$ cat src/rtl/riscv_datapath_pkg.sv
// Shared encodings for the RV32I single-cycle datapath: ALU operations,
// immediate formats and write-back selects.
package riscv_datapath_pkg;

  localparam int RV_XLEN = 32;
  localparam int RV_NREGS = 32;

  typedef enum logic [3:0] {
    ALU_ADD  = 4'b0000,
    ALU_SUB  = 4'b0001,
    ALU_AND  = 4'b0010,
    ALU_OR   = 4'b0011,
    ALU_XOR  = 4'b0100,
    ALU_SLT  = 4'b0101,
    ALU_SLTU = 4'b0110,
    ALU_SLL  = 4'b0111,
    ALU_SRL  = 4'b1000,
    ALU_SRA  = 4'b1001
  } alu_op_e;

  typedef enum logic [1:0] {
    IMM_I = 2'b00,
    IMM_S = 2'b01,
    IMM_B = 2'b10,
    IMM_J = 2'b11
  } imm_src_e;

  typedef enum logic [1:0] {
    RES_ALU  = 2'b00,
    RES_MEM  = 2'b01,
    RES_IMM  = 2'b10,
    RES_ZERO = 2'b11
  } result_src_e;

endpackage

$ cat src/rtl/riscv_regfile.sv
// 2-read/1-write architectural register file; x0 reads zero, reads are
// combinational with no write bypass, async active-low clear.
module riscv_regfile #(
  parameter int XLEN  = 32,
  parameter int NREGS = 32,
  parameter int AW    = $clog2(NREGS)
) (
  input  logic            clk,
  input  logic            rst_n,
  input  logic            we,
  input  logic [AW-1:0]   ra1,
  input  logic [AW-1:0]   ra2,
  input  logic [AW-1:0]   wa,
  input  logic [XLEN-1:0] wd,
  output logic [XLEN-1:0] rd1,
  output logic [XLEN-1:0] rd2
);

  logic [XLEN-1:0] regs [NREGS];

  always_ff @(posedge clk or negedge rst_n) begin
    if (!rst_n) begin
      for (int i = 0; i < NREGS; i++) regs[i] <= '0;
    end else if (we && (wa != '0)) begin
      regs[wa] <= wd;
    end
  end

  assign rd1 = (ra1 == '0) ? '0 : regs[ra1];
  assign rd2 = (ra2 == '0) ? '0 : regs[ra2];

endmodule

$ cat src/rtl/riscv_datapath.sv
// Single-cycle RV32I integer datapath: register file, immediate extender,
// ALU and write-back select, steered by an external control unit.
module riscv_datapath
  import riscv_datapath_pkg::*;
#(
  parameter int XLEN  = RV_XLEN,
  parameter int NREGS = RV_NREGS
) (
  input  logic            clk,
  input  logic            reset,
  input  logic [1:0]      ResultSrc,
  input  logic            ALUSrc,
  input  logic            RegWrite,
  input  logic [1:0]      ImmSrc,
  input  logic [3:0]      ALUControl,
  input  logic [31:0]     Instr,
  input  logic [XLEN-1:0] ReadData,
  output logic [XLEN-1:0] ALUResult,
  output logic [XLEN-1:0] WriteData,
  output logic            Zero
);

  logic [XLEN-1:0]        srca;
  logic [XLEN-1:0]        srcb;
  logic signed [XLEN-1:0] srca_s;
  logic signed [XLEN-1:0] srcb_s;
  logic [XLEN-1:0]        rs2_val;
  logic [XLEN-1:0]        imm_ext;
  logic [XLEN-1:0]        result;
  logic [4:0]             shamt;
  logic                   unused_opcode;

  // Opcode bits are decoded by the external control unit.
  assign unused_opcode = ^Instr[6:0];

  riscv_regfile #(
    .XLEN  (XLEN),
    .NREGS (NREGS)
  ) u_regfile (
    .clk (clk),
    .rst_n (reset),
    .we  (RegWrite),
    .ra1 (Instr[19:15]),
    .ra2 (Instr[24:20]),
    .wa  (Instr[11:7]),
    .wd  (result),
    .rd1 (srca),
    .rd2 (rs2_val)
  );

  always_comb begin
    imm_ext = '0;
    case (imm_src_e'(ImmSrc))
      IMM_I: imm_ext = {{(XLEN-12){Instr[31]}}, Instr[31:20]};
      IMM_S: imm_ext = {{(XLEN-12){Instr[31]}}, Instr[31:25], Instr[11:7]};
      IMM_B: imm_ext = {{(XLEN-12){Instr[31]}}, Instr[7], Instr[30:25], Instr[11:8], 1'b0};
      IMM_J: imm_ext = {{(XLEN-20){Instr[31]}}, Instr[19:12], Instr[20], Instr[30:21], 1'b0};
      default: imm_ext = '0;
    endcase
  end

  assign srcb   = ALUSrc ? imm_ext : rs2_val;
  assign srca_s = srca;
  assign srcb_s = srcb;
  assign shamt  = srcb[4:0];

  always_comb begin
    ALUResult = '0;
    case (alu_op_e'(ALUControl))
      ALU_ADD:  ALUResult = srca + srcb;
      ALU_SUB:  ALUResult = srca - srcb;
      ALU_AND:  ALUResult = srca & srcb;
      ALU_OR:   ALUResult = srca | srcb;
      ALU_XOR:  ALUResult = srca ^ srcb;
      ALU_SLT:  ALUResult = {{(XLEN-1){1'b0}}, (srca_s < srcb_s)};
      ALU_SLTU: ALUResult = {{(XLEN-1){1'b0}}, (srca < srcb)};
      ALU_SLL:  ALUResult = srca << shamt;
      ALU_SRL:  ALUResult = srca >> shamt;
      ALU_SRA:  ALUResult = srca_s >>> shamt;
      default:  ALUResult = '0;
    endcase
  end

  assign Zero      = (ALUResult == '0);
  assign WriteData = rs2_val;

  always_comb begin
    result = '0;
    case (result_src_e'(ResultSrc))
      RES_ALU:  result = ALUResult;
      RES_MEM:  result = ReadData;
      RES_IMM:  result = imm_ext;
      RES_ZERO: result = '0;
      default:  result = '0;
    endcase
  end

endmodule

$ cat config.mk
export PLATFORM = sky130hd
export DESIGN_NAME = riscv_datapath
export DESIGN_NICKNAME = d
export VERILOG_FILES = /design/src/rtl/riscv_datapath_pkg.sv /design/src/rtl/riscv_regfile.sv /design/src/rtl/riscv_datapath.sv
export SDC_FILE = /design/constraint.sdc
export NUM_CORES = 2
export LEC_CHECK = 0
export ABC_AREA = 1
export ABC_CLOCK_PERIOD_IN_PS = 6550
export CORE_AREA = 2 2 430 432
export CTS_CLUSTER_DIAMETER = 100
export DETAILED_ROUTE_END_ITERATION = 8
export DIE_AREA = 0 0 432 434
export PLACE_DENSITY = 0.62
export SLEW_MARGIN = 10
export SYNTH_ARGS = -nofsm -noshare
export SYNTH_HDL_FRONTEND = slang
export SYNTH_HIERARCHICAL = 1
export SYNTH_SLANG_ARGS = --single-unit
$ cat constraint.sdc
create_clock -name clk -period 6.55 [get_ports clk]
set_clock_uncertainty 0.2 [all_clocks]
set_input_delay 1.31 -clock clk [delete_from_list [all_inputs] [get_ports clk]]
set_output_delay 1.31 -clock clk [all_outputs]
set_load 0.05 [all_outputs]
==> flow_summary.ini <==
[yosys]
syn-cell-area_sq_mm = 0.0690
synth_seq_cells = 1024
netlist_top_cells_area = dfrtp_1 (37%), nand2_1 (19%), nand3_1 (10%)
synthesis.area_per_instance_sq_um = 6.52
syn_nets = 10800
ys_dominant_reg_cell = dfrtp_1
yosysTopAreaCell = dfrtp_1
synthArstFlopShare_pct = 100
ys_seq_area_share_pct = 37.1
ys_types = 59
synth_edf_count = 0
synth_most_common_cell = nand2_1
ys_warn_count = 6
synth_common_cells = nand2_1 (3463), nand3_1 (1382), o21ai_0 (1142), dfrtp_1 (1024), nor2_1 (869)
netlist_instances = 10600
synth_top_area_share_pct = 37.1

[sta]
setup_viol = 14
slew_violations = 0
min_period_over_period_pct = 106
max_freq_mhz = 143
rsz0062_at_grt = yes
worst_pin_slew_ns = 1.21
fin_crit_ns = 6.97
relSlewSlack_pct = 19.4
setup_slack_ns = -0.423
finalHoldViolations = 0

[power]
ir_drop_v = 0.000232
seq_power_share_pct = 34.8
p_per_area_mw_per_mm2 = 267
p_comb_share_pct = 37.3
power.leakage_nw = 43.9
design_power_total_mw = 24.8
p_int_mw = 15.5
switching_share_pct = 37.4
clockPowerShare_pct = 28.0
switching_power_mw = 9.26

[clock_tree]
clock_path_buffers = 3
clock-sinks = 1024
path_clk_slew_ns = 0.06
cts_made_buffers = 114
clk_latency_ns = 0.81
cts_tree = yes
htree_num_levels = 3
cts_root_buf = clkbuf_16

[global_route]
grt.total_usage_pct = 35.3
grt.overflow.total = 0
grt_pass1_vias = 75300
grt_max_degree = 157
grt_first_pass_wirelength_um = 495000
antenna_found_initial = 9

[worst_setup_path]
cp-end-kind = primary output
worstSetupPathType = input port to primary output
cpPeakStageDelay_ns = 0.30
slowest_stage = ha_4
startpoint_type = input port
required_ns = 5.04
critPathMaxFanout = 6
arrival_ns = 5.46
r2r_slack_ns = 1.39

[placed_design]
placed_cell_area_sq_mm = 0.0822
place_hpwl_um = 223000
dpl_worst_slack_ns = -1.08
io_buffers = 133
globalplace.congestion = 1.01

[finish]
reg_top3 = u_regfile/regs x1024
final_area_sq_mm = 0.0926
drive_gt1_share_pct = 21.3
final_net_count = 11600
top_register = u_regfile/regs
largest_reg_flops = 1024
fin_util_pct = 50.7
diodes = 0
area_growth_pct = 34.2

[run]
maxCapViolations = 0

[floorplanning]
die_x_um = 432
io_pins = 141
initial_core_util_pct = 37.8
dieArea_sq_mm = 0.187
dieHeight_um = 434
rows = 157
coreArea_sq_mm = 0.182

[routing]
drt_wl_total_um = 341000
drtAntennaViolNets = 0
vias = 80500
post_drt_wl_per_cell_um = 24.5
vias_per_cell = 5.78
remaining_drc_errors = 0
drtIter0Drc = 11000
dr.pass1.iters = 9

[hold_path]
worstHoldPathType = register to register

[outcome]
status = finished with violations
failed_checks = setup timing
[worst max-delay path, delay by kind of cell]
kind / cells / cell delay, ns
buffers and inverters: 12 / 1.59
AOI/OAI and AO/OA: 4 / 0.68
adders and majority gates: 1 / 0.30
and+or+nand+nor: 16 / 1.52
[layer usage]
| layer | vias to the layer above | wire length [um] | global-route usage [%] |
|---|---|---|---|
| li1 | 36100 | - | - |
| met1 | 38100 | 132000 | 46.4 |
| met2 | 5153 | 143000 | 51.9 |
| met3 | 1170 | 41400 | 9.31 |
| met4 | 12 | 24600 | 21.5 |
| met5 | - | 81 | 0 |
[power groups by stage]
stage               Combinational (mW)  Clock (mW)  Sequential [mW]
floorplan                         4.61           0             8.42
CTS                               8.70        6.97             8.56
global placement                  7.91           0             8.60
global route                      9.98        7.26             8.75
finish                            9.22        6.92             8.61
detailed placement                8.03           0             8.65
[cell usage in the layout (no fill, tap or decap), types with 30 or more instances in the layout]
| cell type | instances |
|---|---|
| a21oi_1 | 438 |
| a21oi_2 | 111 |
| buf_12 | 246 |
| buf_16 | 51 |
| buf_4 | 1090 |
| buf_6 | 81 |
| clkbuf_16 | 122 |
| clkbuf_8 | 30 |
| clkdlybuf4s50_1 | 56 |
| dfrtp_1 | 1024 |
| ha_1 | 59 |
| inv_1 | 689 |
| inv_2 | 58 |
| nand2_1 | 3371 |
| nand2_2 | 92 |
| nand3_1 | 1312 |
| nand3_2 | 72 |
| nor2_1 | 675 |
| nor2_2 | 101 |
| nor2_4 | 100 |
| o211ai_1 | 223 |
| o21ai_0 | 1038 |
| o21ai_1 | 70 |
| o21ai_2 | 30 |
[path summary, 6_finish.rpt]
| kind | startpoint | depth (start not counted) | endpoint |
|---|---|---|---|
| worst max register to register | u_regfile/regs[163] | 32 | u_regfile/regs[868] |
| max in group asynchronous | reset | 2 | u_regfile/regs[277] |
| worst max-delay path | Instr[15] | 33 | Zero |
| worst min register to register | u_regfile/regs[999] | 0 | u_regfile/regs[999] |
| worst min-delay path | u_regfile/regs[999] | 0 | u_regfile/regs[999] |
| min in group asynchronous | reset | 1 | u_regfile/regs[700] |
[per-stage QoR]
| step | hold slack [ns] | instances | TNS, ns |
|---|---|---|---|
| after floorplan | 0.250 | 10600 | -0.428 |
| after global placement | 0.186 | 13500 | -46.72 |
| after detailed placement | 0.190 | 13500 | -55.51 |
| after CTS | 0.204 | 13900 | -1.09 |
| after global routing | 0.211 | 13900 | -5.11 |
| final | 0.201 | 13900 | -1.87 |
[final cells by class]
type,count,area (sq um)
well taps,2385,2980
repair buffers,1572,17100
inverters,771,3010
flip-flops and latches,1024,25600
clock inverters,48,636
fillers,17600,89900
multi-input cells,7965,39800
clock buffers,164,3360
[kinds of logic after synthesis]
family / synth area share (%)
AO/OA/AOI/OAI: 16.0
XOR/XNOR: 0.0254
adder cells (fa/ha/maj): 1.79
buffers and inverters: 9.70
flip-flops: 37.1
AND/OR/NAND/NOR: 35.4
[repair_timing]
| action | 4_1_cts | 5_1_grt |
|---|---|---|
| resized for setup | 560 | 358 |
| pin swaps | 150 | 172 |
| hold buffers | 0 | 0 |
| cloned | 44 | 8 |
| setup endpoints to repair | 33 | 33 |
| endpoints found under the hold margin | 0 | 0 |
| buffers inserted | 123 | 46 |
Note: power is estimated with default switching activity, not from simulation.
